$ cat src/rtl/aud_pkg.sv
// Shared types and constants for the codec audio serialisers (player and recorder).
package aud_pkg;

    typedef enum logic [1:0] {
        IDLE  = 2'd0,
        DELAY = 2'd1,
        SHIFT = 2'd2,
        PAD   = 2'd3
    } aud_state_e;

    localparam int MODE_I2S   = 1;
    localparam int MODE_LJ    = 0;

    localparam int DATA_W_MIN = 8;
    localparam int DATA_W_MAX = 32;

    // Width of a counter that must be able to hold the value w itself.
    function automatic int aud_cnt_w(input int w);
        return $clog2(w + 1);
    endfunction

endpackage

$ cat src/rtl/aud_lrck_edge.sv
// LR clock edge detector: registers the codec LR clock and flags the cycle in
// which it changes, split into left-channel and right-channel slot starts.
module aud_lrck_edge #(
    parameter bit LEFT_LVL = 1'b0
) (
    input  logic i_clk,
    input  logic i_rst_n,
    input  logic i_lrck,
    output logic o_left_start,
    output logic o_right_start
);

    logic lrck_q;
    logic lrck_edge;

    // Previous-cycle copy of the LR clock; resets to the left level so a codec
    // already sitting on the left level does not look like a fresh frame.
    always_ff @(posedge i_clk or negedge i_rst_n) begin
        if (!i_rst_n) begin
            lrck_q <= LEFT_LVL;
        end else begin
            lrck_q <= i_lrck;
        end
    end

    assign lrck_edge     = (i_lrck != lrck_q);
    assign o_left_start  = lrck_edge && (i_lrck == LEFT_LVL);
    assign o_right_start = lrck_edge && (i_lrck != LEFT_LVL);

endmodule

$ cat src/rtl/aud_player_i2s.sv
// Stereo DAC serialiser in the codec bit-clock domain: one-entry sample-pair
// buffer behind a valid/ready handshake, MSB-first shifting in I2S or
// left-justified framing, and underrun reporting.
// Optional build macro AUD_PLAYER_UNDERRUN_CNT_EN adds a saturating 16-bit
// underrun counter output o_underrun_cnt.
module aud_player_i2s #(
    parameter int DATA_W    = 16,
    parameter int I2S_DELAY = 1,
    parameter bit LEFT_LVL  = 1'b0
) (
    input  logic              i_bclk,
    input  logic              i_rst_n,
    input  logic              i_daclrck,
    input  logic              i_en,
    input  logic              i_valid,
    output logic              o_ready,
    input  logic [DATA_W-1:0] i_left,
    input  logic [DATA_W-1:0] i_right,
    output logic              o_aud_dacdat,
    output logic              o_underrun
`ifdef AUD_PLAYER_UNDERRUN_CNT_EN
    ,
    output logic [15:0]       o_underrun_cnt
`endif
);

    import aud_pkg::*;

    localparam int CNT_W     = aud_cnt_w(DATA_W);
    localparam bit USE_DELAY = (I2S_DELAY == MODE_I2S);
    localparam logic [DATA_W-1:0] MSB_MASK = {1'b1, {(DATA_W-1){1'b0}}};

    if (DATA_W < DATA_W_MIN || DATA_W > DATA_W_MAX) begin : g_bad_data_w
        $error("aud_player_i2s: DATA_W must be within 8..32");
    end
    if (I2S_DELAY != MODE_I2S && I2S_DELAY != MODE_LJ) begin : g_bad_mode
        $error("aud_player_i2s: I2S_DELAY must be 0 or 1");
    end

    logic              left_start;
    logic              right_start;
    logic              slot_start;

    aud_state_e        state_q, state_d;
    logic [CNT_W-1:0]  cnt_q, cnt_d;
    logic              chan_q, chan_d;

    logic [DATA_W-1:0] buf_l_q, buf_r_q;
    logic              buf_full_q, buf_full_d;
    logic              ready_q;
    logic [DATA_W-1:0] sh_l_q, sh_l_d;
    logic [DATA_W-1:0] sh_r_q, sh_r_d;

    logic              accept;
    logic              consume;
    logic [DATA_W-1:0] active_word;
    logic [CNT_W-1:0]  shift_amt;
    logic              emit_bit;

    logic              dat_q, dat_d;
    logic              underrun_q, underrun_d;

    aud_lrck_edge #(
        .LEFT_LVL(LEFT_LVL)
    ) u_lrck_edge (
        .i_clk        (i_bclk),
        .i_rst_n      (i_rst_n),
        .i_lrck       (i_daclrck),
        .o_left_start (left_start),
        .o_right_start(right_start)
    );

    // A right-channel edge only counts once the first left frame has begun.
    assign slot_start = left_start || (right_start && (state_q != IDLE));
    assign accept     = i_valid && ready_q;
    assign consume    = left_start && i_en && buf_full_q;

    // The bit about to be driven: the channel word selected for the coming
    // cycle, skipped past the bits already sent (none at a slot boundary).
    assign active_word = chan_d ? sh_r_d : sh_l_d;
    assign shift_amt   = slot_start ? '0 : cnt_q;
    assign emit_bit    = |(active_word & (MSB_MASK >> shift_amt));

    // Buffer fill flag and the shift-register reload taken at each frame start.
    always_comb begin
        buf_full_d = buf_full_q;
        sh_l_d     = sh_l_q;
        sh_r_d     = sh_r_q;
        if (consume) begin
            buf_full_d = 1'b0;
        end else if (accept) begin
            buf_full_d = 1'b1;
        end
        if (left_start) begin
            if (consume) begin
                sh_l_d = buf_l_q;
                sh_r_d = buf_r_q;
            end else begin
                sh_l_d = '0;
                sh_r_d = '0;
            end
        end
    end

    // Sample buffer, ready flag and channel shift registers.
    always_ff @(posedge i_bclk or negedge i_rst_n) begin
        if (!i_rst_n) begin
            buf_l_q    <= '0;
            buf_r_q    <= '0;
            buf_full_q <= 1'b0;
            ready_q    <= 1'b1;
            sh_l_q     <= '0;
            sh_r_q     <= '0;
        end else begin
            if (accept) begin
                buf_l_q <= i_left;
                buf_r_q <= i_right;
            end
            buf_full_q <= buf_full_d;
            ready_q    <= !buf_full_d;
            sh_l_q     <= sh_l_d;
            sh_r_q     <= sh_r_d;
        end
    end

    // Slot sequencer state, bit counter and active channel.
    always_ff @(posedge i_bclk or negedge i_rst_n) begin
        if (!i_rst_n) begin
            state_q <= IDLE;
            cnt_q   <= '0;
            chan_q  <= 1'b0;
        end else begin
            state_q <= state_d;
            cnt_q   <= cnt_d;
            chan_q  <= chan_d;
        end
    end

    // Next state: every slot edge restarts the sequence; otherwise walk
    // DELAY -> SHIFT (DATA_W bits) -> PAD and wait for the next edge.
    always_comb begin
        state_d = state_q;
        cnt_d   = cnt_q;
        chan_d  = chan_q;
        if (slot_start) begin
            chan_d = right_start;
            if (USE_DELAY) begin
                state_d = DELAY;
                cnt_d   = '0;
            end else begin
                state_d = SHIFT;
                cnt_d   = CNT_W'(1);
            end
        end else begin
            case (state_q)
                IDLE:  state_d = IDLE;
                DELAY: begin
                    state_d = SHIFT;
                    cnt_d   = CNT_W'(1);
                end
                SHIFT: begin
                    if (cnt_q == CNT_W'(DATA_W)) begin
                        state_d = PAD;
                    end else begin
                        cnt_d = cnt_q + CNT_W'(1);
                    end
                end
                PAD:   state_d = PAD;
                default: state_d = IDLE;
            endcase
        end
    end

    // Output decode for the next cycle's data bit and the underrun flag.
    always_comb begin
        dat_d      = 1'b0;
        underrun_d = left_start && i_en && !buf_full_q;
        if (slot_start) begin
            dat_d = USE_DELAY ? 1'b0 : emit_bit;
        end else begin
            case (state_q)
                DELAY:   dat_d = emit_bit;
                SHIFT:   dat_d = (cnt_q == CNT_W'(DATA_W)) ? 1'b0 : emit_bit;
                default: dat_d = 1'b0;
            endcase
        end
    end

    // Registered serial data and underrun pulse so the pins never glitch.
    always_ff @(posedge i_bclk or negedge i_rst_n) begin
        if (!i_rst_n) begin
            dat_q      <= 1'b0;
            underrun_q <= 1'b0;
        end else begin
            dat_q      <= dat_d;
            underrun_q <= underrun_d;
        end
    end

    assign o_ready      = ready_q;
    assign o_aud_dacdat = dat_q;
    assign o_underrun   = underrun_q;

`ifdef AUD_PLAYER_UNDERRUN_CNT_EN
    logic [15:0] und_cnt_q;

    // Saturating count of underrun pulses, cleared only by reset.
    always_ff @(posedge i_bclk or negedge i_rst_n) begin
        if (!i_rst_n) begin
            und_cnt_q <= '0;
        end else if (underrun_q && (und_cnt_q != 16'hFFFF)) begin
            und_cnt_q <= und_cnt_q + 16'd1;
        end
    end

    assign o_underrun_cnt = und_cnt_q;
`else
    // Default build: underruns are only reported through the o_underrun pulse.
`endif

endmodule

$ cat config.mk
export PLATFORM = sky130hd
export DESIGN_NAME = aud_player_i2s
export DESIGN_NICKNAME = d
export VERILOG_FILES = /design/src/rtl/aud_pkg.sv /design/src/rtl/aud_lrck_edge.sv /design/src/rtl/aud_player_i2s.sv
export SDC_FILE = /design/constraint.sdc
export NUM_CORES = 1
export LEC_CHECK = 0
export CAP_MARGIN = 20
export CELL_PAD_IN_SITES_DETAIL_PLACEMENT = 1
export CELL_PAD_IN_SITES_GLOBAL_PLACEMENT = 2
export CORE_MARGIN = 5
export CORE_UTILIZATION = 41
export DETAILED_ROUTE_END_ITERATION = 12
export DONT_BUFFER_PORTS = 1
export PLACE_DENSITY_LB_ADDON = 0.1
export SYNTH_ARGS = -nofsm -noshare
export SYNTH_HDL_FRONTEND = slang
export SYNTH_SLANG_ARGS = --single-unit
$ cat constraint.sdc
create_clock -name i_bclk -period 3.8 [get_ports i_bclk]
set_input_delay 0.76 -clock i_bclk [delete_from_list [all_inputs] [get_ports i_bclk]]
set_output_delay 0.76 -clock i_bclk [all_outputs]
set_load 0.05 [all_outputs]
======== Word level (Yosys, flattened, before mapping) ========
Cells that the tools add are included.
storage, ports and cells
  register bits after elaboration ......... 77
  input bits .............................. 37
  logic and storage cells ................. 56
cells by class
  add/sub/neg operators ................... 1
  equality and inequality tests ........... 7
  shift operators ......................... 1
  mux-type cells .......................... 18
  bitwise logic cells ..................... 2
  reductions and logical operators ........ 15
operators by type and width
  cell                                                                  count
  16-bit 2-to-1 mux                                                     5
  16-bit bitwise AND                                                    1
  16-bit OR reduction                                                   1
  16-bit by 5-bit >> shifter with 16-bit output (first input constant)  1
  5-bit 2-to-1 mux                                                      3
  5-bit case mux with 2 select lines                                    1
  2-bit case mux with 4 select lines                                    1
  1-bit logical AND                                                     7
  3-bit inequality test (second input constant)                         2
  5-bit by 1-bit adder with 5-bit output (second input constant)        1
  5-bit == test (second input constant)                                 1
  1-bit 2-to-1 mux                                                      5
  2-bit == test (second input constant)                                 2
  2-bit 2-to-1 mux                                                      2
  3-bit nonzero test                                                    1
  2-bit by 1-bit == test with 1-bit output (second input constant)      1
  1-bit logical NOT                                                     2
  2-bit logical NOT                                                     1
  1-bit case mux with 2 select lines                                    1
  2-bit AND reduction                                                   1
  2-bit nonzero test                                                    1
  1-bit logical OR                                                      1
  1-bit inequality test                                                 1
  1-bit NOT                                                             1

======== Longest topological paths before layout ========
Gate-level depths: netlist (run 1).
  word-level depth ........................ 12
  gate-level depth with buffers ........... 10

======== Hierarchy ========
Synthesis (run 1) repeated with hierarchy kept, for this count alone.
unflattened totals
  cells, all modules ...................... 325
  area, all modules ....................... 3560.9 µm²
by module, submodules not included
  module          instances  cells each  area each (µm²)  sequential area each (µm²)
  aud_player_i2s  1          322         3520.9           1903.1
  aud_lrck_edge   1          3           40.0             25.0

======== Least setup slack after synthesis (run 1) ========
No wires, ideal clock.
  path type ............................... input to register
  from .................................... in i_daclrck
  to ...................................... reg dat_q, in the netlist o_aud_dacdat
  library setup time ...................... 0.129 ns
  arrival ................................. 2.109 ns
  path slack .............................. 1.561 ns
  stages on the path ...................... 8
  cells stage by stage .................... nand2b_2 a21oi_2 buf_6 mux2i_1 a2bb2oi_1 nand4_1 a211oi_1 a21oi_1
on the way
  word-level cells in the longest chain between the ends .. 12
ends and longest elaborated chain
  element                                                                                 line                   source
  from (decl)                                                                             aud_player_i2s.sv:13   input logic i_daclrck,
  branches (longest 11 deep; another with 16-bit by 5-bit >> shifter with 16-bit output)  --
  1-bit 2-to-1 mux (*)                                                                    aud_player_i2s.sv:178  if (slot_start) begin
  via dat_d                                                                               aud_player_i2s.sv:60   logic dat_q, dat_d;
  to (signal assigned)                                                                    aud_player_i2s.sv:195  dat_q <= dat_d;
  to (decl)                                                                               aud_player_i2s.sv:60
Mark *: on every way through the listed nets, which the timed path passes.
A chain may end at the register's enable or synchronous reset.

======== Final worst setup path (run 1) ========
  from .................................... reg state_q[0]
  to ...................................... reg dat_q, in the netlist o_aud_dacdat
on the way
  word-level cells in the longest chain between the ends .. 10
ends and longest elaborated chain
  element                                 line                   source
  from (decl)                             aud_player_i2s.sv:44   aud_state_e state_q, state_d;
  from (signal assigned)                  aud_player_i2s.sv:133  state_q <= state_d;
  2-bit nonzero test (*)                  aud_player_i2s.sv:74   assign slot_start = left_start || (right_start && (state_q != IDLE));
  1-bit logical AND (*)                   aud_player_i2s.sv:74
  1-bit logical OR (*)                    aud_player_i2s.sv:74
  1-bit 2-to-1 mux (*)                    aud_player_i2s.sv:145  if (slot_start) begin
  via chan_d                              aud_player_i2s.sv:46   logic chan_q, chan_d;
  16-bit 2-to-1 mux (*)                   aud_player_i2s.sv:80   assign active_word = chan_d ? sh_r_d : sh_l_d;
  16-bit bitwise AND (*)                  aud_player_i2s.sv:82   assign emit_bit = |(active_word & (MSB_MASK >> shift_amt));
  16-bit OR reduction (*)                 aud_player_i2s.sv:82
  1-bit 2-to-1 mux                        aud_player_i2s.sv:183  SHIFT: dat_d = (cnt_q == CNT_W'(DATA_W)) ? 1'b0 : emit_bit;
  1-bit case mux with 2 select lines (*)  aud_player_i2s.sv:181  case (state_q)
  1-bit 2-to-1 mux (*)                    aud_player_i2s.sv:178
  via dat_d                               aud_player_i2s.sv:60
Mark *: on every way through the listed nets, which the timed path passes. The rest lies on a longest branch.

==> results of run 1 <==
==> stage by stage <==
stage	hold WS, ns	power, mW	instances
finish	0.0910	2.77	389
global route	0.0679	2.95	389
CTS	0.0688	2.81	389
detailed placement	0.465	2.09	373
global placement	0.454	2.07	373
floorplan	0.423	1.90	283
==> per-layer routing <==
metal	vias to the layer above	wire [microns]
li1	1039	-
met1	1114	3660
met2	41	3370
met3	15	308
met4	0	176
met5	-	0
==> worst max-delay path by stage <==
stage	startpoint	end	slack [ns]
5_1_grt	state_q[0]	o_aud_dacdat	1.09
2_1_floorplan	i_daclrck	o_aud_dacdat	1.56
3_3_place_gp	i_daclrck	o_aud_dacdat	1.16
3_5_place_dp	i_daclrck	o_aud_dacdat	1.16
6_report	state_q[0]	o_aud_dacdat	1.33
4_1_cts	state_q[0]	o_aud_dacdat	1.30
==> worst register-to-register path: cells and delay by family (launching register included) <==
family	cells	cell delay, ns
AND/OR/NAND/NOR	2	0.19
AO/OA/AOI/OAI	5	1.21
flip-flops	1	0.42
adder cells (fa/ha/maj)	1	0.25
buffers and inverters	2	0.27
==> area by class of cell <==
cell class                 instances  area share
sequential                        77       0.516
multi-input combinational        178       0.371
clock buffer                      10      0.0368
tap                              105      0.0351
clock inverter                     6      0.0251
inverter                          10      0.0100
timing repair buffer               3     0.00602
==> cell usage in the layout (no fill, tap or decap), types with 5 or more instances in the layout <==
cell type	Yosys	layout
nand2b_1	5	5
dfrtp_1	76	76
clkbuf_8	0	10
mux2_2	32	32
ha_1	7	7
nor3_1	7	7
a21oi_1	7	7
inv_1	9	9
nand2_1	14	14
nor2_1	12	12
o21ai_0	8	8
a22o_1	28	28
==> power by group <==
part / internal (mW) / switching (mW) / total (mW)
clock network: 0.392 / 0.317 / 0.709
registers: 1.13 / 0.232 / 1.36
logic: 0.365 / 0.332 / 0.697
total: 1.89 / 0.880 / 2.77
==> registers in the layout, summed over array words and instances, names as in the netlist <==
signal              cells
buf_full_q              1
buf_l_q                16
buf_r_q                16
chan_q                  1
cnt_q                   5
o_aud_dacdat            1
o_ready                 1
o_underrun              1
sh_l_q                 16
sh_r_q                 16
state_q                 2
u_lrck_edge.lrck_q      1
==> cell families (layout without fill, tap and decap cells) <==
family                   count (synthesis)  count (layout)  share of synthesized area
multiplexers                            36              36                      0.116
adder cells (fa/ha/maj)                  7               7                     0.0253
flip-flops                              77              77                      0.557
AND/OR/NAND/NOR                         63              63                      0.101
buffers and inverters                   28              29                     0.0423
AO/OA/AOI/OAI                           70              70                      0.154
XOR/XNOR                                 2               2                    0.00506
==> flow_metrics.py, run 1 <==
metrics = {
    "outcome": {
        "outcome": "completed",
    },
    "global_routing": {
        "grtUsageMet1": 0.223,
        "grt_pass1_vias": 2385,
        "grt_max_degree": 78,
        "grt_use_met3": 0.0382,
        "grt_busiest_layer": "met2",
        "antenna_found_initial": 0,
        "grt.met2_usage": 0.236,
        "grt_pass1_wl_microns": 12800,
        "globalRouteOverflowTotal": 0,
        "gr-usage-all-layers": 0.160,
    },
    "floorplanning": {
        "die_h_microns": 102,
        "fp.coreArea_sq_um": 8220,
        "die_w_microns": 102,
        "dieArea_sq_um": 10400,
        "pin_count": 40,
        "initial_core_util": 0.421,
        "num_rows": 33,
    },
    "sta": {
        "clock.fmax_mhz": 405,
        "hold_viol": 0,
        "setup_slack_ns": 1.33,
        "slew_viol_final": 0,
        "period_minus_slack_ns": 2.47,
        "worst_slew_pin_slew_ns": 0.878,
        "max-slew-margin-rel": 0.414,
        "rsz0062_at_grt": "false",
        "setup_viol": 0,
        "fin_skew_ns": 0.00983,
        "period_share": 0.649,
        "fin_tns_setup_ns": 0,
    },
    "critical_path": {
        "path_buf_inv": 2,
        "crit_fanout": 15,
        "reg2reg_from": "state_q[0]",
        "reg2reg_to": "o_aud_dacdat",
        "crit_slowest_cell": "a21oi_2",
        "crit_type": "reg -> reg",
        "cpMostUsedCell": "a21oi_1",
        "critPathCaptureType": "register",
        "crit_chain": "inv_1 -> ha_1 -> nor3b_4 -> a21oi_2 -> inv_2 -> o2bb2ai_1 -> a21oi_1 -> nand4_1 -> a211oi_1 -> a21oi_1",
        "arrival_ns": 2.69,
        "crit_path_start_kind": "register",
        "r2r_cells": 10,
        "worstSetupPathDepth": 10,
        "rrSetupSlack_ns": 1.33,
        "critPathRequiredTime_ns": 4.03,
        "critPathTopFamily": "compound AO/OA/AOI/OAI gates",
        "cp_slowest_stage_delay_ns": 0.55,
    },
    "layout": {
        "drive_above_1_share": 0.211,
        "seqCellArea_sq_um": 1930,
        "area_delta_synth_final_pct": 7.99,
        "fillCellCount": 875,
        "multiInputGateArea_sq_um": 1390,
        "antenna_cells": 0,
        "finish.utilization": 0.455,
        "layout.nets": 323,
        "final_area_sq_um": 3740,
    },
    "pwr": {
        "power_density_nw_per_um2": 740,
        "p_leak_nw": 1.61,
        "ir_worst_vdd_mv": 0.330,
    },
    "logic_synthesis": {
        "yosys.area.top_type_share": 0.549,
        "seq_area_frac_synth": 0.557,
        "syn_nets": 327,
        "ys_top_cells_by_count": "dfrtp_1, mux2_2, a22o_1",
        "post-synth-top-area-cell": "dfrtp_1",
        "syn_inst": 283,
        "ys.flop_type": "dfrtp_1",
        "synth.ff_latch_count": 77,
        "synth_top_cells_by_area": "dfrtp_1, mux2_2, a22o_1, ha_1, nand2_1",
        "yosysUniqueCellTypes": 49,
        "synthArstFlopShare": 1.00,
        "ys_warn_count": 0,
        "syn_area_sq_um": 3460,
        "synth_most_common_cell": "dfrtp_1",
        "avgSynthCellArea_sq_um": 12.2,
        "synth-edff-count": 0,
    },
    "cts": {
        "post_cts_resized": 0,
        "clkTransAtPathRegs_ns": 0.09,
        "cts_htree_levels": 3,
        "cts_tree": "yes",
        "clk_latency_ns": 0.35,
        "cts_hold_buffers": 0,
        "cts.path.max_buffers": 2,
        "cts_made_buffers": 9,
        "clock-sinks": 77,
        "cts_setup_buffers": 0,
        "cts-root-buf": "clkbuf_8",
    },
    "place": {
        "dpl_worst_slack_ns": 1.16,
        "dpl.hpwl_microns": 5250,
        "port_buffers": 0,
        "place_area_sq_um": 3510,
        "gp_congestion": 0.793,
    },
    "hold_path": {
        "hold_class": "in -> async",
    },
    "job": {
        "drv_cap": 0,
    },
    "detailed_routing": {
        "firstDrtPassIters": 4,
        "vias": 2209,
        "vias_per_cell": 5.68,
        "ant_nets": 0,
        "first_iter_violations": 91,
        "drc": 0,
        "drt_wl_total_microns": 7510,
        "wl_per_cell_microns": 19.3,
    },
}
(Power assumes the default switching activity.)
==> inputs of run 2 (changes only) <==
==> constraint.sdc (replaced) <==
create_clock -name i_bclk -period 2.4 [get_ports i_bclk]
set_input_delay 0.48 -clock i_bclk [delete_from_list [all_inputs] [get_ports i_bclk]]
set_output_delay 0.48 -clock i_bclk [all_outputs]
set_load 0.05 [all_outputs]
==> flow_metrics.py, run 2 (synthesis gave the netlist of run 1 again) <==
metrics = {
    "global_routing": {
        "globalRouteOverflowTotal": 0,
        "antenna_found_initial": 0,
        "grt_pass1_wl_microns": 12900,
        "grt_pass1_vias": 2428,
        "grt_max_degree": 78,
        "gr-usage-all-layers": 0.164,
    },
    "detailed_routing": {
        "drc": 0,
        "ant_nets": 0,
        "wl_per_cell_microns": 19.4,
        "drt_wl_total_microns": 7710,
        "vias_per_cell": 5.65,
        "vias": 2250,
        "firstDrtPassIters": 4,
        "first_iter_violations": 87,
    },
    "cts": {
        "cts_tree": "yes",
        "clk_latency_ns": 0.35,
        "cts-root-buf": "clkbuf_8",
        "clkTransAtPathRegs_ns": 0.09,
        "cts_made_buffers": 9,
        "cts_htree_levels": 3,
        "cts_setup_buffers": 0,
        "cts.path.max_buffers": 2,
        "clock-sinks": 77,
    },
    "critical_path": {
        "crit_type": "reg -> reg",
        "arrival_ns": 2.42,
        "r2r_cells": 10,
        "reg2reg_from": "state_q[0]",
        "crit_fanout": 12,
        "critPathCaptureType": "register",
        "crit_path_start_kind": "register",
        "reg2reg_to": "o_aud_dacdat",
        "critPathRequiredTime_ns": 2.62,
        "critPathCapture": "o_aud_dacdat",
        "rrSetupSlack_ns": 0.20,
        "crit_start": "state_q[0]",
    },
    "sta": {
        "max-slew-margin-rel": 0.613,
        "setup_viol": 0,
        "period_share": 0.917,
        "worst_slew_pin_slew_ns": 0.579,
        "hold-worst-slack_ns": 0.00226,
        "fin_skew_ns": 0.0122,
        "slew_viol_final": 0,
        "period_minus_slack_ns": 2.20,
        "hold_viol": 0,
        "clock.fmax_mhz": 454,
        "fin_tns_setup_ns": 0,
        "rsz0062_at_grt": "false",
    },
    "layout": {
        "antenna_cells": 0,
        "layout.nets": 332,
        "final_area_sq_um": 3820,
        "layout_commonest_cell": "dfrtp_1",
        "drive_above_1_share": 0.239,
        "area_delta_synth_final_pct": 10.3,
        "fillCellCount": 882,
        "mostFrequentLayoutCells": "dfrtp_1, mux2_2, a22o_1",
        "finish.utilization": 0.465,
    },
    "floorplanning": {
        "fp.coreArea_sq_um": 8220,
        "dieArea_sq_um": 10400,
        "initial_core_util": 0.421,
        "die_h_microns": 102,
        "die_w_microns": 102,
        "num_rows": 33,
        "pin_count": 40,
    },
    "pwr": {
        "p_leak_nw": 1.66,
        "totalPowerFinal_mw": 4.35,
        "power_density_nw_per_um2": 1140,
        "ir_worst_vdd_mv": 0.418,
    },
    "hold_path": {
        "hold_class": "in -> async",
    },
    "place": {
        "place_area_sq_um": 3580,
        "dpl.hpwl_microns": 5480,
        "gp_congestion": 0.819,
        "port_buffers": 0,
    },
    "job": {
        "drv_cap": 0,
    },
    "outcome": {
        "outcome": "completed",
    },
}
## run 2: worst min path at each step
stage                 start          to  slack (ns)  cells after the start
finish              i_rst_n  buf_full_q       0.002                      1
global route        i_rst_n  o_underrun        0.01                      1
CTS                 i_rst_n   sh_l_q[8]       0.008                      1
detailed placement  i_rst_n  buf_full_q        0.19                      0
global placement    i_rst_n  buf_full_q        0.19                      0
floorplan           i_rst_n  buf_full_q        0.18                      0
## run 2: timing repair
action	in CTS	in global routing
setup endpoints to repair	0	1
resized for setup	0	1
hold buffers	1	0
hold endpoints to repair	77	0
## run 2: stage by stage
step	worst slack, ns	instances
final	0.198	398
after global routing	0.0249	398
after global placement	0.213	381
after CTS	0.123	398
after detailed placement	0.138	381
after floorplan	0.378	283
## run 2: where the power goes
group	internal [mW]	total [mW]	leakage [nW]	switching [mW]
registers	1.79	2.14	0.966	0.354
logic	0.609	1.18	0.591	0.574
clock network	0.516	1.02	0.107	0.504
## run 2: critical path: stages (launching register included)
cell	delay (ns)
dfrtp_1	0.40
inv_1	0.09
ha_1	0.26
nor3b_4	0.29
a21oi_2	0.06
buf_4	0.19
o21ai_0	0.24
o22ai_1	0.12
o21a_1	0.19
o21ai_1	0.15
a21oi_1	0.09
## run 2: area by class of cell
class                           instances  area [sq um]  share of cell area
Clock buffer                           10           138              0.0361
Clock inverter                          6          70.1              0.0184
Inverter                               10          37.5             0.00983
Multi-Input combinational cell        178          1390               0.364
Sequential cell                        77          1930               0.505
Tap cell                              105           131              0.0344
Timing Repair Buffer                   12           123              0.0321
## run 2: routing by layer
metal | up-vias | GRT usage | part of all wire
li1 | 1053 | - | -
met1 | 1141 | 0.229 | 0.49
met2 | 42 | 0.238 | 0.45
met3 | 14 | 0.0485 | 0.037
met4 | 0 | 0.0686 | 0.021
met5 | - | 0 | 0
